**config.mk**
```make
export PLATFORM = sky130hd
export DESIGN_NAME = router_data_reg
export DESIGN_NICKNAME = d
export VERILOG_FILES = /design/src/rtl/router_pkg.sv /design/src/rtl/router_parity_chk.sv /design/src/rtl/router_data_reg.sv
export SDC_FILE = /design/constraint.sdc
export NUM_CORES = 1
export LEC_CHECK = 0
export CORE_MARGIN = 1
export CORE_UTILIZATION = 30
export DETAILED_ROUTE_END_ITERATION = 8
export PLACE_DENSITY = 0.53
export SYNTH_ARGS = -nofsm -noshare
export SYNTH_HDL_FRONTEND = slang
export SYNTH_SLANG_ARGS = --single-unit
```
**constraint.sdc**
```tcl
create_clock -name clk -period 1.9 [get_ports clk]
set_clock_uncertainty 0.1 [all_clocks]
set_input_delay 0.19 -clock clk [delete_from_list [all_inputs] [get_ports clk]]
set_output_delay 0.19 -clock clk [all_outputs]
set_load 0.01 [all_outputs]
```
**src/rtl/router_pkg.sv**
```systemverilog
// Shared router definitions: byte width default, header field layout, FSM state encoding.
// Ports: none (package).
// Optional feature macro used by router blocks: ROUTER_PARITY_CHECK_EN.
package router_pkg;

   localparam int DATA_W_DEF   = 8;
   localparam int ADDR_W       = 2;

   // Header layout: [ADDR_W-1:0] destination port, [DATA_W-1:ADDR_W] payload length.
   localparam int HDR_DEST_LSB = 0;
   localparam int HDR_DEST_MSB = ADDR_W - 1;
   localparam int HDR_LEN_LSB  = ADDR_W;

   typedef enum logic [2:0] {
      DECODE_ADDRESS     = 3'd0,
      LOAD_FIRST_DATA    = 3'd1,
      LOAD_DATA          = 3'd2,
      FIFO_FULL_STATE    = 3'd3,
      LOAD_AFTER_FULL    = 3'd4,
      LOAD_PARITY        = 3'd5,
      CHECK_PARITY_ERROR = 3'd6,
      WAIT_TILL_EMPTY    = 3'd7
   } router_state_e;

   function automatic logic [ADDR_W-1:0] hdr_dest(input logic [DATA_W_DEF-1:0] hdr);
      return hdr[HDR_DEST_MSB:HDR_DEST_LSB];
   endfunction

endpackage

```
**src/rtl/router_parity_chk.sv**
```systemverilog
// Packet parity checker: accumulates header/payload XOR, captures the packet parity byte,
// and compares the two once, on the cycle parity_done rises.
// Ports: clk/resetn (sync, active-low); i_clr = detect_add; i_ld_hdr/i_hdr seed the
// accumulator; i_acc_en/i_acc_dat fold a byte in; i_par_ld/i_par_dat capture packet parity;
// i_parity_done from the data register; o_err registered mismatch flag.
module router_parity_chk
   import router_pkg::*;
#(
   parameter int DATA_W = DATA_W_DEF
) (
   input  logic              clk,
   input  logic              resetn,
   input  logic              i_clr,
   input  logic              i_ld_hdr,
   input  logic [DATA_W-1:0] i_hdr,
   input  logic              i_acc_en,
   input  logic [DATA_W-1:0] i_acc_dat,
   input  logic              i_par_ld,
   input  logic [DATA_W-1:0] i_par_dat,
   input  logic              i_parity_done,
   output logic              o_err
);

   logic [DATA_W-1:0] r_int_par;
   logic [DATA_W-1:0] r_pkt_par;
   logic              r_pd_q;
   logic              r_err;

   always_ff @(posedge clk) begin
      if (!resetn) begin
         r_int_par <= '0;
         r_pkt_par <= '0;
         r_pd_q    <= 1'b0;
         r_err     <= 1'b0;
      end else begin
         r_pd_q <= i_parity_done;

         if (i_clr)
            r_int_par <= '0;
         else if (i_ld_hdr)
            r_int_par <= i_hdr;
         else if (i_acc_en)
            r_int_par <= r_int_par ^ i_acc_dat;

         if (i_par_ld)
            r_pkt_par <= i_par_dat;

         // Compare exactly once per packet: both registers settled on the edge
         // that raised parity_done, so they are final here.
         if (i_parity_done && !r_pd_q)
            r_err <= (r_int_par != r_pkt_par);
         else if (i_clr)
            r_err <= 1'b0;
      end
   end

   assign o_err = r_err;

endmodule

```
**src/rtl/router_data_reg.sv**
```systemverilog
// Router datapath register stage: latches the header, stages packet bytes onto dout for
// the selected output FIFO, holds the byte arriving during a FIFO-full stall and replays it
// in LOAD_AFTER_FULL, and reports parity_done / low_packet_valid / err to the control FSM.
// Ports: clk, resetn (sync, active-low); pkt_valid, data_in, fifo_full from source/FIFO;
// detect_add, lfd_state, ld_state, laf_state, full_state, rst_int_reg FSM strobes;
// dout, parity_done, low_packet_valid, err outputs (all registered).
// Optional macro ROUTER_PARITY_CHECK_EN: when undefined the parity checker is absent
// and err is tied 0.
module router_data_reg
   import router_pkg::*;
#(
   parameter int DATA_W = DATA_W_DEF
) (
   input  logic              clk,
   input  logic              resetn,
   input  logic              pkt_valid,
   input  logic [DATA_W-1:0] data_in,
   input  logic              fifo_full,
   input  logic              detect_add,
   input  logic              lfd_state,
   input  logic              ld_state,
   input  logic              laf_state,
   input  logic              full_state,
   input  logic              rst_int_reg,
   output logic [DATA_W-1:0] dout,
   output logic              parity_done,
   output logic              low_packet_valid,
   output logic              err
);

   logic [DATA_W-1:0] r_hdr_byte;
   logic [DATA_W-1:0] r_hold_byte;
   logic              r_hold_is_par;
   logic [DATA_W-1:0] r_dout;
   logic              r_parity_done;
   logic              r_low_pkt_valid;

   logic              w_ld_ok;
   logic              w_par_ld;

   // A LOAD_DATA byte is accepted only when the FIFO can take it.
   assign w_ld_ok  = ld_state && !fifo_full;
   // Packet parity arrives either directly or replayed from the stall hold register.
   assign w_par_ld = (w_ld_ok && !pkt_valid) || (laf_state && r_hold_is_par);

   always_ff @(posedge clk) begin
      if (!resetn) begin
         r_hdr_byte      <= '0;
         r_hold_byte     <= '0;
         r_hold_is_par   <= 1'b0;
         r_dout          <= '0;
         r_parity_done   <= 1'b0;
         r_low_pkt_valid <= 1'b0;
      end else begin
         if (detect_add && pkt_valid)
            r_hdr_byte <= data_in;

         // The byte on data_in when the FIFO fills would otherwise be lost.
         if (ld_state && fifo_full) begin
            r_hold_byte   <= data_in;
            r_hold_is_par <= ~pkt_valid;
         end

         if (lfd_state)
            r_dout <= r_hdr_byte;
         else if (w_ld_ok)
            r_dout <= data_in;       // payload and parity byte both forwarded
         else if (laf_state)
            r_dout <= r_hold_byte;

         if (w_par_ld)
            r_parity_done <= 1'b1;
         else if (detect_add)
            r_parity_done <= 1'b0;

         if (rst_int_reg || detect_add)
            r_low_pkt_valid <= 1'b0;
         else if (ld_state && !pkt_valid)
            r_low_pkt_valid <= 1'b1;
      end
   end

   assign dout             = r_dout;
   assign parity_done      = r_parity_done;
   assign low_packet_valid = r_low_pkt_valid;

`ifdef ROUTER_PARITY_CHECK_EN
   logic              w_acc_en;
   logic [DATA_W-1:0] w_acc_dat;
   logic [DATA_W-1:0] w_par_dat;

   // Header is seeded by lfd_state; each payload byte folds in once, either when
   // accepted directly or when replayed after a stall (never both).
   assign w_acc_en  = (w_ld_ok && pkt_valid) || (laf_state && !r_hold_is_par);
   assign w_acc_dat = (w_ld_ok && pkt_valid) ? data_in : r_hold_byte;
   assign w_par_dat = (w_ld_ok && !pkt_valid) ? data_in : r_hold_byte;

   router_parity_chk #(.DATA_W(DATA_W)) u_parity_chk (
      .clk           (clk),
      .resetn        (resetn),
      .i_clr         (detect_add),
      .i_ld_hdr      (lfd_state),
      .i_hdr         (r_hdr_byte),
      .i_acc_en      (w_acc_en),
      .i_acc_dat     (w_acc_dat),
      .i_par_ld      (w_par_ld),
      .i_par_dat     (w_par_dat),
      .i_parity_done (r_parity_done),
      .o_err         (err)
   );
`else
   assign err = 1'b0;
`endif

   // While the FSM sits in FIFO_FULL_STATE the FIFO write data must not move.
   a_dout_stable_in_full : assert property (
      @(posedge clk) disable iff (!resetn) full_state |=> $stable(dout)
   );

endmodule

```
## Word-level counts from Yosys, hierarchy flattened

Index checks and enable logic that the tools add are counted.

- Register bits after elaboration: 27
- Logic and storage cells: 26
- Input bits: 18
- Output and inout port bits: 11

- Reductions and logical operators: 13
- Bitwise gates (word level): 2
- Muxes and demuxes: 5

Operators with widths:

| cell | count |
|---|---|
| $mux W8 | 3 |
| $logic_and A1 B1 Y1 | 6 |
| $reduce_bool A3 Y1 | 1 |
| $logic_not A1 Y1 | 2 |
| $logic_or A1 B1 Y1 | 2 |
| $mux W1 | 2 |
| $not A1 Y1 | 2 |
| $reduce_bool A2 Y1 | 1 |
| $reduce_or A2 Y1 | 1 |

## Depth between registers and ports, before layout

- Word-level depth: 5
- Mapped depth: 5
- Mapped depth without buffers: 3

## Worst setup path after synthesis

Ideal clock, no wire load.

- Path type: input to register
- Start: input port lfd_state
- End: register r_dout[2] (netlist: dout[2])
- Required time: 1.683 ns
- Path buffers: 1
- Stages: 3
- Data arrival time: 0.988 ns
- Setup slack: 0.694 ns
- Library setup time: 0.117 ns
- Path through: buf_2 > o31a_2 > a32o_1

- Word-level cells in the longest chain between the ends: 1
- Elaborated cells between the ends (all ways): 2
- Those cells by class: mux (1); reduce/logical (1)

RTL lines:

| item | line | text |
|---|---|---|
| start, declared | router_data_reg.sv:20 | `input logic lfd_state,` |
| $reduce_bool A3 Y1 (no source line) / $mux W8 (equally long branches) | n/a |  |
| end signal, assigned | router_data_reg.sv:65 | `r_dout <= r_hdr_byte;` |
| end signal, assigned | router_data_reg.sv:67 | `r_dout <= data_in;` |
| end signal, assigned | router_data_reg.sv:69 | `r_dout <= r_hold_byte;` |
| end, declared | router_data_reg.sv:34 | `logic [DATA_W-1:0] r_dout;` |

Several ways; a longest one is shown, not always the timed one.
A chain may end at the register's enable or synchronous reset.

## Worst setup path after layout

- Start: input port ld_state
- End: register r_dout[0] (netlist: dout[0])

- Word-level cells in the longest chain between the ends: 3
- Elaborated cells between the ends (all ways): 4
- Those cells by class: mux (2); reduce/logical (2)

RTL lines:

| item | line | text |
|---|---|---|
| start, declared | router_data_reg.sv:21 | `input logic ld_state,` |
| $logic_and A1 B1 Y1 * | router_data_reg.sv:42 | `assign w_ld_ok = ld_state && !fifo_full;` |
| $mux W8 | router_data_reg.sv:66 | `else if (w_ld_ok)` |
| $mux W8 | router_data_reg.sv:64 | `if (lfd_state)` |

Mark *: on every way between the ends. The rest lies on a longest branch, timed or not.

==> results.json <==
{
  "status": "completed",
  "dieArea_um2": 4380,
  "diodes": 0,
  "cts_tree": "done",
  "ys_types": 24,
  "ys_ff_latch": 27,
  "crit_start": "ld_state",
  "cp.arrival_ps": 1650,
  "slew_violations": 0,
  "seq_area_frac_synth_pct": 43.7,
  "cp_cell_sequence": "clkdlybuf4s50_1, nor2b_4, o31a_2, a32o_2",
  "crit_fanout": 11,
  "gp_congestion": 0.762,
  "holdBufCountCts": 0,
  "overflow": 0,
  "cts_resized": 0,
  "crit-reg2reg-capture": "dout[0]",
  "drtIter0Drc": 31,
  "place_ws_ps": 50.0,
  "synthCells": 140,
  "ios": 29,
  "fin_crit_ps": 1530,
  "die_height_um": 66.2,
  "critPathSlowestCell": "clkdlybuf4s50_1",
  "fmax_mhz": 654,
  "nets": 183,
  "timing.hold.ws_ps": 356,
  "crit_cells": 4,
  "path_buf_inv": 1,
  "postLayoutCoreUtil_pct": 41.6,
  "area_delta_synth_final_pct": 27.9,
  "drc": 0,
  "synth_edf_count": 0,
  "swShare_pct": 26.1,
  "vias": 1046,
  "power_frac_seq_pct": 53.0,
  "core_um2": 3800,
  "grt_pass1_wl_mm": 4.70,
  "row_count": 22,
  "grt_max_degree": 21,
  "wl_mm": 2.87,
  "async_reset_ff_share_pct": 0,
  "power_mw": 1.15,
  "clkPwrFrac_pct": 29.7,
  "whs_path_depth": 2,
  "setup_ws_ps": 371,
  "crit_family": "buffers and inverters",
  "clkLatencyLatePin_ps": 280,
  "synth_area_um2": 1240,
  "power.density_nw_per_um2": 729,
  "reg2reg_depth": 3,
  "start_kind": "input pin",
  "crit_required_ps": 2020,
  "vias_per_cell": 4.93,
  "worstSetupPathType": "in -> reg",
  "crit_path_end": "dout[0]",
  "hpwl_mm": 2.12,
  "peakVddDrop_mv": 0.437,
  "synth_fp_nets": 158,
  "max_slew_margin_pct": 65.5,
  "cp-end-kind": "register",
  "grt_use_total_pct": 14.4,
  "ys_warn_count": 0,
  "p_leak_nw": 0.606,
  "synth.largest_area_cell": "dfxtp_1",
  "clk_path_buf_depth": 2,
  "postCtsSetupBuffers": 0,
  "syn_avg_cell_area_um2": 8.83,
  "p_switching_mw": 0.301,
  "clk_pin_slew_ps": 90,
  "drt-wirelength-per-cell_um": 13.5,
  "port_buffers": 26,
  "synth_top_cell_area_share_pct": 43.7,
  "period_share_pct": 80.5,
  "intPower_mw": 0.852,
  "drive_gt1_share_pct": 9.15,
  "cts.htree.levels": 1,
  "final_antenna_net_count": 0,
  "cts_num_sinks": 27,
  "hp-class": "in -> reg",
  "ys.flop_type": "dfxtp_1",
  "antenna_found_initial": 0,
  "clock-root-buffer": "clkbuf_8",
  "power_frac_comb_pct": 17.4,
  "numCtsBuffers": 3,
  "setup_tns_ps": 0,
  "drv_cap": 0,
  "ff2ff_setup_slack_ps": 890,
  "grt_setup_unrepaired": "no",
  "grt_pass1_vias": 1002,
  "synth_area_leaders": "dfxtp_1 44%, a21boi_0 9.7%, nand2_1 8.2%, mux2i_1 6.5%, nor2_1 4.9%",
  "firstDrtPassIters": 4,
  "die_w_um": 66.2,
  "start_util_pct": 32.5,
  "hold_viol": 0,
  "setup_viol": 0,
  "cpPeakStageDelay_ps": 520,
  "tightest_slew_ps": 515,
  "reg2reg_from": "r_hold_byte[0]"
}
## cell type report
class                      instances  area (um2)
inverter                           2        7.51
multi-input combinational        101         634
tap                               48        60.1
timing repair buffer              30         290
sequential                        27         541
fill                             403        2220
clock buffer                       3        41.3
clock inverter                     1        7.51
## power groups by stage
stage	sequential (mW)	combinational, mW	clock, mW
3_5_place_dp	0.624	0.201	0
5_1_grt	0.614	0.222	0.374
2_1_floorplan	0.628	0.105	0
6_report	0.610	0.200	0.342
4_1_cts	0.611	0.202	0.358
3_3_place_gp	0.623	0.199	0
## how the worst min path moves through the flow
stage / from / endpoint
after global routing: rst_int_reg / low_packet_valid
after CTS: rst_int_reg / low_packet_valid
after detailed placement: r_hold_byte[5] / r_hold_byte[5]
final: rst_int_reg / low_packet_valid
after floorplan: rst_int_reg / low_packet_valid
after global placement: dout[7] / dout[7]
## cells in the final DEF (no fill, tap or decap)
master / instances
a32o_2: 3
and2_2: 1
a21boi_0: 16
clkinvlp_4: 1
a222oi_1: 1
clkbuf_8: 3
nor2_1: 16
conb_1: 1
a21oi_1: 1
mux2i_1: 8
nand2b_1: 8
buf_4: 4
o211a_1: 1
nor4b_4: 1
nand2_1: 27
dfxtp_1: 27
nand3_1: 8
nor2b_4: 1
nor4b_1: 1
o31a_2: 1
a32o_1: 5
clkdlybuf4s50_1: 26
inv_1: 2
nor2b_1: 1
## cells by family (layout without fill, tap and decap cells)
logic type / Yosys count / in the layout / synth area share, %
buffers and inverters: 12 / 36 / 4.96
other: 1 / 1 / 0.303
flip-flops: 27 / 27 / 43.7
AO/OA/AOI/OAI: 28 / 28 / 19.3
AND/OR/NAND/NOR: 64 / 64 / 25.2
multiplexers: 8 / 8 / 6.48
## sequential cells by signal, summed over array words and instances (netlist names)
name	count
dout	8
low_packet_valid	1
parity_done	1
r_hdr_byte	8
r_hold_byte	8
r_hold_is_par	1
## routing by layer
layer	vias to the layer above	GRT usage, %	share of wire [%]
li1	526	-	-
met1	488	16.3	45
met2	27	25.9	48
met3	5	4.31	5.4
met4	0	3.99	1.1
met5	-	0	0
## metrics by stage
stage | instances | area (um2)
floorplan | 140 | 1240
global placement | 208 | 1530
detailed placement | 208 | 1530
CTS | 212 | 1580
global route | 212 | 1580
finish | 212 | 1580
## cell usage after synthesis (2+ instances only)
cell type	number
nor2_1	16
a32o_1	5
a32o_2	3
clkbuf_1	4
nand2b_1	8
nand2_1	27
nand3_1	8
inv_1	2
mux2i_1	8
a21boi_0	16
buf_2	4
dfxtp_1	27
(Power assumes the default switching activity.)
